**config.mk**
```make
export PLATFORM = sky130hd
export DESIGN_NAME = alu_cmd_sequencer
export DESIGN_NICKNAME = d
export VERILOG_FILES = /design/src/rtl/alu_cmd_sequencer.sv
export SDC_FILE = /design/constraint.sdc
export NUM_CORES = 1
export LEC_CHECK = 0
export ABC_AREA = 1
export CAP_MARGIN = 40
export CORE_ASPECT_RATIO = 1.2
export CORE_MARGIN = 2
export CORE_UTILIZATION = 35
export DETAILED_ROUTE_END_ITERATION = 16
export SLEW_MARGIN = 20
export SYNTH_ARGS = -nofsm -noshare
export SYNTH_HDL_FRONTEND = slang
export SYNTH_SLANG_ARGS = --single-unit
```
**constraint.sdc**
```tcl
create_clock -name clk -period 2.85 [get_ports clk]
set_clock_uncertainty 0.15 [all_clocks]
set_input_delay 0.285 -clock clk [delete_from_list [all_inputs] [get_ports clk]]
set_output_delay 0.285 -clock clk [all_outputs]
set_load 0.005 [all_outputs]
```
**src/rtl/alu_cmd_sequencer.sv**
```systemverilog
// Command sequencer for a 4-bit combinational ALU: queues operand/opcode commands,
// issues them one at a time, registers each result behind a valid/ready handshake.
module alu_cmd_sequencer #(
    parameter int DEPTH = 4
) (
    input  logic                     clk,
    input  logic                     rst_n,
    input  logic                     cmd_valid,
    output logic                     cmd_ready,
    input  logic [1:0]               cmd_op,
    input  logic [3:0]               cmd_a,
    input  logic [3:0]               cmd_b,
    input  logic                     cmd_acc,
    output logic [3:0]               alu_a,
    output logic [3:0]               alu_b,
    output logic [1:0]               alu_op,
    input  logic [3:0]               alu_y,
    output logic                     res_valid,
    input  logic                     res_ready,
    output logic [3:0]               res_data,
    output logic                     res_zero,
    output logic [3:0]               acc,
    output logic [$clog2(DEPTH):0]   fifo_count,
    output logic                     busy
);

    localparam int AW = $clog2(DEPTH);
    localparam int CW = AW + 1;

    typedef enum logic [1:0] {
        IDLE,
        EXEC,
        HOLD
    } state_t;

    typedef struct packed {
        logic [1:0] op;
        logic [3:0] a;
        logic [3:0] b;
        logic       use_acc;
    } entry_t;

    state_t          state;
    state_t          next_state;
    entry_t          mem [DEPTH];
    entry_t          head;
    logic [AW-1:0]   wr_ptr;
    logic [AW-1:0]   rd_ptr;
    logic            push;
    logic            pop;
    logic            capture;
    logic            release_res;

    assign cmd_ready = (fifo_count < CW'(DEPTH));
    assign push      = cmd_valid && cmd_ready;
    assign head      = mem[rd_ptr];
    assign busy      = (state != IDLE) || (fifo_count != '0);

    always_comb begin
        next_state  = state;
        pop         = 1'b0;
        capture     = 1'b0;
        release_res = 1'b0;
        case (state)
            IDLE: begin
                if (fifo_count != '0) begin
                    pop        = 1'b1;
                    next_state = EXEC;
                end
            end
            EXEC: begin
                capture    = 1'b1;
                next_state = HOLD;
            end
            HOLD: begin
                if (res_valid && res_ready) begin
                    release_res = 1'b1;
                    if (fifo_count != '0) begin
                        pop        = 1'b1;
                        next_state = EXEC;
                    end else begin
                        next_state = IDLE;
                    end
                end
            end
            default: next_state = IDLE;
        endcase
    end

    always_ff @(posedge clk or negedge rst_n) begin
        if (!rst_n) begin
            state <= IDLE;
        end else begin
            state <= next_state;
        end
    end

    // Storage array is not reset; pointers and count alone define what is valid.
    always_ff @(posedge clk) begin
        if (push) begin
            mem[wr_ptr] <= '{op: cmd_op, a: cmd_a, b: cmd_b, use_acc: cmd_acc};
        end
    end

    always_ff @(posedge clk or negedge rst_n) begin
        if (!rst_n) begin
            wr_ptr     <= '0;
            rd_ptr     <= '0;
            fifo_count <= '0;
        end else begin
            if (push) begin
                wr_ptr <= wr_ptr + AW'(1);
            end
            if (pop) begin
                rd_ptr <= rd_ptr + AW'(1);
            end
            case ({push, pop})
                2'b10:   fifo_count <= fifo_count + CW'(1);
                2'b01:   fifo_count <= fifo_count - CW'(1);
                default: fifo_count <= fifo_count;
            endcase
        end
    end

    // acc is read at the load edge, so a chained command sees the result captured before it.
    always_ff @(posedge clk or negedge rst_n) begin
        if (!rst_n) begin
            alu_a     <= '0;
            alu_b     <= '0;
            alu_op    <= '0;
            res_valid <= 1'b0;
            res_data  <= '0;
            res_zero  <= 1'b0;
            acc       <= '0;
        end else begin
            if (pop) begin
                alu_a  <= head.use_acc ? acc : head.a;
                alu_b  <= head.b;
                alu_op <= head.op;
            end
            if (capture) begin
                res_valid <= 1'b1;
                res_data  <= alu_y;
                res_zero  <= (alu_y == 4'd0);
                acc       <= alu_y;
            end else if (release_res) begin
                res_valid <= 1'b0;
            end
        end
    end

endmodule

```
-- Yosys cells after proc, flatten, opt, wreduce, memory -nomap -nowiden
Memory sizes are Yosys's and may differ from the RTL's.
Index checks and enable logic that the tools add are counted.
- output and inout bits: 25
- logic and storage cells: 48
- input bits: 19
- bits in registers: 25
- memories kept: 1
- memory bits (writable): 44
- memories (name ; depth ; width ; read ports ; clocked after Yosys merged registers in ; wr ports ; line ; source):
    mem ; 4 ; 11 ; 1 ; 0 ; 1 ; 45 ; entry_t mem [DEPTH];
- multiplexer cells: 16
- equality and inequality tests: 6
- add/sub/neg operators: 4
- reductions and logical operators: 10
- $lt $le $gt $ge: 1
- operators by type and width (cell ; number):
    1-bit 2-to-1 mux ; 10
    2-bit case mux with 3 select lines ; 1
    3-bit case mux with 2 select lines ; 1
    2-bit nonzero test ; 3
    2-bit by 1-bit adder with 2-bit output (second input constant) ; 2
    2-bit by 1-bit == test with 1-bit output (second input constant) ; 2
    2-bit == test (second input constant) ; 2
    4-bit zero test ; 1
    2-bit 2-to-1 mux ; 2
    4-bit 2-to-1 mux ; 1
    2-bit != test (second input constant) ; 2
    3-bit by 1-bit adder with 3-bit output (second input constant) ; 1
    3-bit < comparator (second input constant) ; 1
    3-bit nonzero test ; 1
    3-bit by 1-bit subtractor with 3-bit output (second input constant) ; 1
    1-bit logical AND ; 2
    2-bit zero test ; 1
    1-bit case mux with 2 select lines ; 1
    2-bit AND reduction ; 1
    1-bit logical OR ; 1

-- Logic depth before layout (Yosys ltp)
Gate-level depths: netlist of the first run.
- word-level depth: 6
- depth in mapped cells: 11
- depth with buffers taken out: 10

-- Least setup slack after synthesis of the first run
No wires, ideal clock.
- kind: register to register
- start point: register fifo_count[1]
- end point: register fifo_count[2]
- slack: 0.753 ns
- cell stages (with the launch flop): 12
- path buffers: 1
- required time: 2.569 ns
- arrival: 1.816 ns
- setup time: 0.131 ns
- period minus slack after synthesis: 2.097 ns
- cell sequence: dfrtp_1 > inv_1 > nand3_2 > nand2_1 > nor2_4 > buf_6 > ha_1 > inv_1 > fa_1 > a21oi_1 > o21ai_0 > xor2_1
- word-level cells in the longest chain between the ends: 6
- elaborated cells on any way between the ends: 12
- those cells by class: add/sub (2); order compare (1); eq/ne (2); mux (4); reduce/logical (3)
- ends and longest elaborated chain (element ; line ; source):
    start, declared ; 23 ; output logic [$clog2(DEPTH):0] fifo_count,
    start signal, assigned ; 118 ; 2'b10: fifo_count <= fifo_count + CW'(1);
    start signal, assigned ; 119 ; 2'b01: fifo_count <= fifo_count - CW'(1);
    start signal, assigned ; 120 ; default: fifo_count <= fifo_count;
    3-bit nonzero test (*) ; 66, 78 ;
    1-bit 2-to-1 mux (*) ; 66, 78 ;
    1-bit 2-to-1 mux ; 76 ; if (res_valid && res_ready) begin
    1-bit case mux with 2 select lines (*) ; 64 ; case (state)
    via pop ; 50 ; logic pop;
    2-bit by 1-bit == test with 1-bit output or 2-bit == test (tied branches) ; 117 ; case ({push, pop})
    3-bit case mux with 2 select lines or 2-bit nonzero test (tied branches) ; -- ;
The timed path passes the listed nets; every way through them passes the cells marked *.
A chain may end at the register's enable or synchronous reset.

-- Worst setup path after layout of the first run
- start point: register fifo_count[1]
- end point: register fifo_count[2]
- word-level cells in the longest chain between the ends: 6
- elaborated cells on any way between the ends: 12
- those cells by class: add/sub (2); order compare (1); eq/ne (2); mux (4); reduce/logical (3)
- ends and longest elaborated chain (element ; line):
    3-bit nonzero test ; 66, 78
    1-bit 2-to-1 mux ; 66, 78
    1-bit 2-to-1 mux ; 76
    1-bit case mux with 2 select lines ; 64
    2-bit by 1-bit == test with 1-bit output or 2-bit == test (tied branches) ; 117
    3-bit case mux with 2 select lines or 2-bit nonzero test (tied branches) ; --
Parallel ways exist; a longest one is shown, timed or not.

==> impl_results.md, run 1 <==
- Result of the run: finished clean
- Transition time of the tightest slew-check pin: 0.387 ns
- Final net count: 333
- Clock slew at reported path FFs: 0.07 ns
- Root cell of the clock tree: sky130_fd_sc_hd__clkbuf_8
- Via count of the first global-routing pass: 1827
- Vert. Die Dim: just over 100 µm
- Die Area: 0.00894 mm²
- First-pass GRT wire length: ~8500 µm
- Setup repair after global routing missed its margin: no
- Synthesized netlist net count: 283
- Met1 wire length: 2340 µm
- Overall overflow remaining after global route: 0
- Synthesized instance count: 258
- Total power consumption of the routed design: 3.76 mW
- Number of buffers added by the clock tree synthesis step: 9
- Cell Pwr Density: 1050 mW/mm²
- Rows: 36
- Final total negative setup slack: 0 ns
- Largest net degree at the start of global routing: 26
- CTS tree: built
- Leakage: roughly 1.5 nW
- Ranking of synthesized cells by instance count: sky130_fd_sc_hd__nand2_1 (66), sky130_fd_sc_hd__edfxtp_1 (44), sky130_fd_sc_hd__nor2_1 (28)
- Setup violations, final: 0
- Core outline area: 0.00802 mm²
- GP Congestion: 0.784
- Vias after detailed routing: 1856
- R2r setup slk: 0.88 ns
- Fraction of layout cells with a size suffix above 1: 10.5%
- I/O pin count: 44
- DRC violation total after the first TritonRoute iteration: 91
- Startpoint of the worst register-to-register path: fifo_count[1]
- Fraction of synthesized cell area taken by the top area cell type: 46.1%
- Number of port buffers: 43
- Met3 routed wirelength: 257 µm
- Worst min path class: in2async
- Max Buffers Root-to-Sink: 2
- Cells on worst reg2reg path: 10
- Number of optimization iterations in the first detailed-route pass: 4
- Required time at the endpoint of the critical path: 2.92 ns
- Number of distinct library cell variants in the gate-level netlist after synthesis: 22
- Worst setup SP type: flip-flop
- Count of buffers added by post-CTS timing repair for setup: 0
- Total count of hold-check failures in the final report: 0
- Width of the die: between 80 and 90 µm
- Highest routing layer actually used: met4
- Routed length on met2: 2510 µm
- Number of buffers inserted by hold repair at cts: 0
- Leading area contributor after synthesis: sky130_fd_sc_hd__edfxtp_1
- Avg Cell Area, Syn: 11.1 µm²
- Initial antenna violation count: 0
- Critical register-to-register path endpoint: fifo_count[2]
- Layout Area Growth over Synthesis: 24.8%
- Vias per inst: 4.55
- Number of flops mapped to enable cells by yosys: 44
- Max-cap viol count: 0
- Final routed wire length divided by cell count: 12.9 µm
- # H-tree levels: 3
- Clock Sinks: 69
- F_max: 507 MHz
- Start-to-end type of the worst setup path: reg2reg
- Fin crit period: 1.97 ns
- Worst vdd rail ir drop: between 0.0003 and 0.0004 V
- Share of synthesized area occupied by flip-flops and latches: 67.9%
- Yosys warnings: 0
- Max-slew headroom at the worst pin: 74.2%
- Number of antenna-violating nets in the routed design: 0
- PostCTS Resize Cnt: 0
- Final Max Tran Viols: 0
- CP Capture Type: flip-flop
- Synth area leaders: sky130_fd_sc_hd__edfxtp_1 (46%), sky130_fd_sc_hd__dfrtp_1 (22%), sky130_fd_sc_hd__nand2_1 (8.6%)
- Count of fill cells added during filler insertion: 745
- Post-synthesis instance area: 0.00287 mm²
- Async set-or-reset flop fraction in the synthesized netlist: 36.2%
- Most numerous cell in the Yosys netlist: sky130_fd_sc_hd__nand2_1
- Initial Util: 35.8%
- Detailed placement HPWL: 3470 µm
- Antenna diode instance count: 0
- Dominant register cell in the synthesized netlist: sky130_fd_sc_hd__edfxtp_1
- Post-Route WL: about 5200 µm
- Crit share post-route: 69.2%
- Flop and latch count out of synthesis: 69
- Max Fanout on Critical Path: 3
- Arrival time reported for the critical path endpoint: between 2 and 2.5 ns
- Latest clock arrival within the worst-skew pair: 0.35 ns
- Global Route Usage Sum: 13.1%
- Number of DRC violations after detailed routing: 0
==> how the worst max path moves through the flow <==
| stage | start | end | cells after the start |
|---|---|---|---|
| after CTS | fifo_count[1] | fifo_count[2] | 10 |
| after global routing | fifo_count[1] | fifo_count[2] | 10 |
| after global placement | res_ready | fifo_count[2] | 11 |
| after detailed placement | res_ready | fifo_count[2] | 11 |
| after floorplan | fifo_count[1] | fifo_count[2] | 11 |
| final | fifo_count[1] | fifo_count[2] | 10 |
==> cell type report <==
cell class / count / area (µm²) / share of cell area [%]
Clock buffer: 10 / 128 / 3.57
Inverter: 20 / 75.1 / 2.10
Tap cell: 95 / 119 / 3.32
Timing Repair Buffer: 50 / 483 / 13.5
Multi-Input combinational cell: 158 / 763 / 21.3
Sequential cell: 69 / 1950 / 54.4
Clock inverter: 6 / 63.8 / 1.78
==> cells in the final DEF (no fill, tap or decap) <==
master,Yosys,routed
sky130_fd_sc_hd__nand3_1,17,17
sky130_fd_sc_hd__fa_1,1,1
sky130_fd_sc_hd__nor2_1,28,28
sky130_fd_sc_hd__nand2_1,66,66
sky130_fd_sc_hd__clkbuf_1,0,1
sky130_fd_sc_hd__a22o_1,1,1
sky130_fd_sc_hd__clkinv_4,0,1
sky130_fd_sc_hd__a21oi_1,2,2
sky130_fd_sc_hd__xor2_1,3,3
sky130_fd_sc_hd__dfrtp_1,25,25
sky130_fd_sc_hd__ha_1,5,5
sky130_fd_sc_hd__nor2_2,2,2
sky130_fd_sc_hd__o21ai_1,9,9
sky130_fd_sc_hd__edfxtp_1,44,44
sky130_fd_sc_hd__nand3_2,2,2
sky130_fd_sc_hd__clkdlybuf4s50_1,0,43
sky130_fd_sc_hd__clkbuf_8,0,9
sky130_fd_sc_hd__nor2_4,1,1
sky130_fd_sc_hd__clkinv_2,0,2
sky130_fd_sc_hd__inv_2,6,6
sky130_fd_sc_hd__xnor2_1,1,1
sky130_fd_sc_hd__inv_1,14,14
sky130_fd_sc_hd__nor3_1,1,1
sky130_fd_sc_hd__bufinv_16,0,1
sky130_fd_sc_hd__clkinvlp_4,0,2
sky130_fd_sc_hd__buf_4,6,7
sky130_fd_sc_hd__o21ai_0,19,19
==> flip-flops by register name, indices dropped and copies added (netlist names) <==
| signal | flops |
|---|---|
| alu_b | 4 |
| state | 2 |
| alu_op | 2 |
| res_zero | 1 |
| acc | 4 |
| wr_ptr | 2 |
| mem | 44 |
| alu_a | 4 |
| fifo_count | 3 |
| rd_ptr | 2 |
| res_valid | 1 |
==> logic make-up after synthesis <==
family                   Yosys count  share of synthesized area (%)
AND/OR/NAND/NOR                  117                           17.0
flip-flops                        69                           67.9
AO/OA/AOI/OAI                     31                           5.54
buffers and inverters             31                           5.50
adder cells (fa/ha/maj)            6                           2.88
XOR/XNOR                           4                           1.22
==> power by group <==
group	switching (mW)	internal (mW)
Clock	0.367	0.402
Sequential	0.134	1.34
Combinational	0.845	0.672
Total	1.35	2.42
==> layer usage <==
layer	GRT usage (%)	up-vias
met1	15.2	847
li1	-	955
met4	8.17	0
met2	21.2	42
met5	0	-
met3	3.76	12
==> critical path, stage by stage, from the launching register on <==
cell,delay [ns]
sky130_fd_sc_hd__dfrtp_1,0.36
sky130_fd_sc_hd__inv_1,0.08
sky130_fd_sc_hd__nand3_2,0.09
sky130_fd_sc_hd__nand2_1,0.10
sky130_fd_sc_hd__nor2_4,0.10
sky130_fd_sc_hd__ha_1,0.14
sky130_fd_sc_hd__inv_1,0.06
sky130_fd_sc_hd__fa_1,0.37
sky130_fd_sc_hd__a21oi_1,0.15
sky130_fd_sc_hd__o21ai_0,0.11
sky130_fd_sc_hd__xor2_1,0.15
==> metrics by stage <==
stage	std cells	hold WS, ns	cell area, µm²	util [%]	setup WS, ns
2_1_floorplan	258	-0.161	2870	-	0.753
3_3_place_gp	392	0.313	3390	42.2	0.551
3_5_place_dp	392	0.319	3390	42.2	0.555
4_1_cts	408	0.157	3580	44.6	0.861
5_1_grt	408	0.185	3580	44.6	0.742
6_report	408	0.150	3580	44.6	0.879
(Power assumes the default switching activity.)
==> run 2, diff against run 1 <==
Clock period 2.85 ns to 1.9 ns, I/O delays scaled along.
==> impl_results.md, run 2 (same netlist as run 1, synthesis figures left out) <==
- Required time at the endpoint of the critical path: 1.98 ns
- Register containing the most flip-flops in the final layout: mem
- CTS tree: built
- Total count of hold-check failures in the final report: 0
- Highest routing layer actually used: met4
- Routed length on met2: ~2500 µm
- Final Max Tran Viols: 0
- Antenna diode instance count: 0
- I/O pin count: between 40 and 50
- Vert. Die Dim: 103 µm
- Arrival time reported for the critical path endpoint: 1.95 ns
- DRC violation total after the first TritonRoute iteration: 72
- Count of fill cells added during filler insertion: roughly 760
- Cell Pwr Density: 1580 mW/mm²
- Final routed wire length divided by cell count: between 10 and 15 µm
- Die Area: 0.00894 mm²
- Core outline area: 0.00802 mm²
- Max-slew headroom at the worst pin: 78.9%
- Number of port buffers: 43
- Number of antenna-violating nets in the routed design: 0
- Worst setup SP type: flip-flop
- Vias after detailed routing: 1900
- Most common cell after layout, fill and taps aside: sky130_fd_sc_hd__nand2_1
- Number of DRC violations after detailed routing: 0
- Setup repair after global routing missed its margin: yes
- Post-Route WL: 5190 µm
- Fin crit period: 1.87 ns
- Rows: 36
- Transition time of the tightest slew-check pin: roughly 0.32 ns
- Cells on worst reg2reg path: 9
- Initial Util: ~36%
- F_max: 535 MHz
- Final total negative setup slack: 0 ns
- Start-to-end type of the worst setup path: reg2reg
- Most frequent cells in the layout: sky130_fd_sc_hd__nand2_1 (65), sky130_fd_sc_hd__edfxtp_1 (44), sky130_fd_sc_hd__clkdlybuf4s50_1 (42), sky130_fd_sc_hd__nor2_1 (28), sky130_fd_sc_hd__dfrtp_1 (25)
- Utilization of the core after routing: 45.8%
- Startpoint of the worst register-to-register path: state[1]
- Non-Filler Instances: 419
- Largest net degree at the start of global routing: 26
- Met1 wire length: between 2000 and 2500 µm
- CP Capture Type: flip-flop
- Number of buffers inserted by hold repair at cts: 0
- Max Buffers Root-to-Sink: 2
- Met3 routed wirelength: 200 µm
- Result of the run: finished clean
- GP Congestion: 0.767
- Width of the die: ~87 µm
- Critical register-to-register path endpoint: fifo_count[2]
- Worst min path class: in2async
- Crit share post-route: ~98%
- Worst vdd rail ir drop: 0.000426 V
- Detailed placement HPWL: 3510 µm
- Vias per inst: roughly 4.5
- First-pass GRT wire length: 8610 µm
- Root cell of the clock tree: sky130_fd_sc_hd__clkbuf_8
- Latest clock arrival within the worst-skew pair: between 0.3 and 0.4 ns
- Clock Sinks: 69
- Max-cap viol count: 0
- Via count of the first global-routing pass: 1890
- Setup violations, final: 0
- Number of buffers added by the clock tree synthesis step: 9
- Initial antenna violation count: 0
- Number of flip-flops in the largest register: 44
- Layout Area Growth over Synthesis: 27.9%
- Fraction of layout cells with a size suffix above 1: between 10% and 20%
- # H-tree levels: 3
- Number of cells in the design after placement: 401
- Number of optimization iterations in the first detailed-route pass: 4
- R2r setup slk: 0.03 ns
- Final net count: 345
- Overall overflow remaining after global route: 0
- Leakage: 1.49 nW
- Max Fanout on Critical Path: 3
- Global Route Usage Sum: 12.9%
- Clock slew at reported path FFs: 0.07 ns
## run 2: cell types whose count changed in the layout (fill, tap and decap cells not counted), sizes merged
cell           delta
buf              +12
clkdlybuf4s50     -1
bufinv            -1
dlymetal6s2s      +1
clkbuf            -1
inv               +1
clkinv            -1
clkinvlp          +1
## run 2: cell type report
class	count	area, µm²	share of cell area, %
Clock inverter	6	40.0	1.09
Tap cell	95	119	3.24
Sequential cell	69	1950	53.1
Timing Repair Buffer	62	576	15.7
Multi-Input combinational cell	158	788	21.5
Clock buffer	9	124	3.38
Inverter	20	75.1	2.05
## run 2: repair_timing
action | CTS | global route
resized for setup | 0 | 3
hold endpoints to repair | 0 | 0
setup buffers | 0 | 3
endpoints found under the setup margin | 0 | 3
## run 2: power breakdown
| part | total (mW) | switching, mW | internal (mW) |
|---|---|---|---|
| clock | 1.01 | 0.544 | 0.462 |
| sequential | 2.24 | 0.228 | 2.02 |
| combinational | 2.55 | 1.32 | 1.23 |
| total | 5.80 | 2.09 | 3.71 |
## run 2: how the worst max path moves through the flow
stage / start / endpoint / slack, ns / cells after the start
5_1_grt: fifo_count[1] / fifo_count[2] / -0.04 / 10
4_1_cts: fifo_count[1] / fifo_count[2] / 0.03 / 10
2_1_floorplan: fifo_count[0] / fifo_count[2] / -0.11 / 11
6_report: state[1] / fifo_count[2] / 0.03 / 9
3_5_place_dp: res_ready / fifo_count[2] / -0.18 / 11
3_3_place_gp: res_ready / fifo_count[2] / -0.19 / 11
## run 2: per-layer routing
metal	vias to the layer above	global-route usage, %
met3	7	3.52
met4	0	6.49
met5	-	0
met2	39	22.0
met1	881	15.0
li1	973	-
## run 2: worst max-delay path, cell delays in order, from the launching register on
cell and delay (ns):
sky130_fd_sc_hd__dfrtp_1 0.40, sky130_fd_sc_hd__nand2_1 0.12, sky130_fd_sc_hd__nor2_2 0.07, sky130_fd_sc_hd__nor2_4 0.13, sky130_fd_sc_hd__ha_4 0.13, sky130_fd_sc_hd__inv_2 0.04, sky130_fd_sc_hd__fa_2 0.35, sky130_fd_sc_hd__a21oi_2 0.16
sky130_fd_sc_hd__o21ai_2 0.07, sky130_fd_sc_hd__xor2_1 0.13
## run 2: stage by stage
step	setup slack, ns	area (µm²)	power, mW	hold WS, ns
after global placement	-0.190	3470	4.71	0.312
after floorplan	-0.106	2890	3.78	-0.256
after detailed placement	-0.180	3470	4.76	0.316
after global routing	-0.0402	3670	6.29	0.0845
after CTS	0.0346	3640	5.78	0.0682
final	0.0325	3670	5.80	0.0522
==> run 3, diff against run 2 <==
Settings changed: CTS_BUF_LIST from default to sky130_fd_sc_hd__clkbuf_16.
==> impl_results.md, run 3 (same netlist as run 1, synthesis figures left out) <==
- Total count of hold-check failures in the final report: 0
- Number of port buffers: 43
- Vert. Die Dim: approximately 100 µm
- Number of flip-flops in the largest register: 44
- Overall overflow remaining after global route: 0
- Final net count: 344
- Arrival time reported for the critical path endpoint: 1.93 ns
- Largest net degree at the start of global routing: 26
- Transition time of the tightest slew-check pin: 0.323 ns
- Layout Area Growth over Synthesis: 31.1%
- Detailed placement HPWL: 3510 µm
- Setup Slack @ Placement: -0.180 ns
- Initial antenna violation count: 0
- CP Capture Type: flip-flop
- Setup repair after global routing missed its margin: yes
- Initial Util: 35.8%
- First-pass GRT wire length: 8580 µm
- Post-Route WL: 5140 µm
- Antenna diode instance count: 0
- Worst Setup Slack, final: around 0.031 ns
- Most common cell after layout, fill and taps aside: sky130_fd_sc_hd__nand2_1
- Most frequent cells in the layout: sky130_fd_sc_hd__nand2_1 (65), sky130_fd_sc_hd__edfxtp_1 (44), sky130_fd_sc_hd__clkdlybuf4s50_1 (43), sky130_fd_sc_hd__nor2_1 (28), sky130_fd_sc_hd__dfrtp_1 (25)
- Max-cap viol count: 0
- Fin crit period: 1.87 ns
- Vias per inst: 4.52
- Number of antenna-violating nets in the routed design: 0
- Worst min path class: in2async
- Hold_ws: 0.0809 ns
- Global Route Usage Sum: about 13%
- Worst vdd rail ir drop: 0.000621 V
- Rows: 36
- Register containing the most flip-flops in the final layout: mem
- Fraction of layout cells with a size suffix above 1: approximately 16%
- Result of the run: finished clean
- Max-slew headroom at the worst pin: 78.5%
- Start-to-end type of the worst setup path: reg2reg
- Number of buffers inserted by hold repair at cts: 0
- Crit share post-route: 98.4%
- Max Buffers Root-to-Sink: 2
- Width of the die: between 80 and 90 µm
- DRC violation total after the first TritonRoute iteration: 78
- Required time at the endpoint of the critical path: 1.96 ns
- Core outline area: 0.00802 mm²
- Clock slew at reported path FFs: approximately 0.060 ns
- Final routed wire length divided by cell count: 12.3 µm
- Via count of the first global-routing pass: 1903
- Non-Filler Instances: 418
- Final Max Tran Viols: 0
- R2r setup slk: 0.03 ns
- Die Area: roughly 0.0089 mm²
- Root cell of the clock tree: sky130_fd_sc_hd__clkbuf_16
- Number of DRC violations after detailed routing: 0
- Max Fanout on Critical Path: 3
- # H-tree levels: 3
- Vias after detailed routing: 1890
- GP Congestion: 0.767
- Latest clock arrival within the worst-skew pair: 0.32 ns
- F_max: 535 MHz
- Setup violations, final: 0
- CTS tree: built
- I/O pin count: 44
- Leakage: around 1.5 nW
- Clock Sinks: between 60 and 70
- Number of optimization iterations in the first detailed-route pass: 4
- Number of buffers added by the clock tree synthesis step: 9
- Worst setup SP type: flip-flop
- Cell Pwr Density: 1660 mW/mm²
- Number of cells in the design after placement: around 400
run 3: cell count changes in the layout (fill, tap and decap cells not counted):
| cell | previous run | this run |
|---|---|---|
| sky130_fd_sc_hd__clkbuf_16 | 0 | 9 |
| sky130_fd_sc_hd__dlymetal6s2s_1 | 1 | 0 |
| sky130_fd_sc_hd__inv_1 | 12 | 11 |
| sky130_fd_sc_hd__inv_2 | 8 | 9 |
| sky130_fd_sc_hd__clkbuf_8 | 9 | 0 |
| sky130_fd_sc_hd__clkdlybuf4s50_1 | 42 | 43 |
| sky130_fd_sc_hd__buf_4 | 19 | 18 |
run 3: timing repair:
| action | in CTS | in global routing |
|---|---|---|
| gates resized for setup | 0 | 3 |
| setup endpoints to repair | 0 | 2 |
| setup buffers | 0 | 2 |
run 3: per-stage QoR:
stage | power (mW) | TNS, ns | utilization (%) | area (µm²)
2_1_floorplan | 3.78 | -0.117 | - | 2890
3_3_place_gp | 4.71 | -0.258 | 43.3 | 3470
3_5_place_dp | 4.76 | -0.265 | 43.3 | 3470
4_1_cts | 6.25 | 0 | 46.6 | 3740
5_1_grt | 6.75 | -0.0514 | 46.9 | 3760
6_report | 6.23 | 0 | 46.9 | 3760
run 3: path summary, 6_finish.rpt:
check / from / end / depth (start not counted)
hold reg to reg: alu_b[2] / alu_b[2] / 2
max in group asynchronous: rst_n / acc[2] / 2
min in group clk: alu_y[3] / acc[3] / 3
setup reg to reg: state[1] / fifo_count[2] / 9
setup / recovery: state[1] / fifo_count[2] / 9
hold / removal: rst_n / fifo_count[2] / 2
run 3: critical path: stages (launching register included):
cell and delay, ns:
sky130_fd_sc_hd__dfrtp_1 0.40, sky130_fd_sc_hd__nand2_1 0.12, sky130_fd_sc_hd__nor2_2 0.07, sky130_fd_sc_hd__nor2_4 0.13, sky130_fd_sc_hd__ha_4 0.13, sky130_fd_sc_hd__inv_2 0.03
sky130_fd_sc_hd__fa_2 0.35, sky130_fd_sc_hd__a21oi_2 0.16, sky130_fd_sc_hd__o21ai_2 0.07, sky130_fd_sc_hd__xor2_1 0.13
run 3: layout make-up:
| class | instances | area [µm²] |
|---|---|---|
| well taps | 95 | 119 |
| repair buffers | 61 | 566 |
| clock buffers | 9 | 225 |
| inverters | 20 | 75.1 |
| flip-flops and latches | 69 | 1950 |
| multi-input cells | 158 | 788 |
| fillers | 755 | 4260 |
| clock inverters | 6 | 40.0 |
run 3: routing by layer:
metal	up-vias	share of wire [%]	GRT usage [%]
met1	877	45	15.0
met3	7	3.7	3.60
met4	0	2.2	6.97
met2	36	49	21.5
li1	970	-	-
met5	-	0	0
run 3: power by group:
part / internal (mW) / total (mW) / switching, mW
clock: 0.871 / 1.45 / 0.583
combinational: 1.22 / 2.53 / 1.31
sequential: 2.02 / 2.24 / 0.224
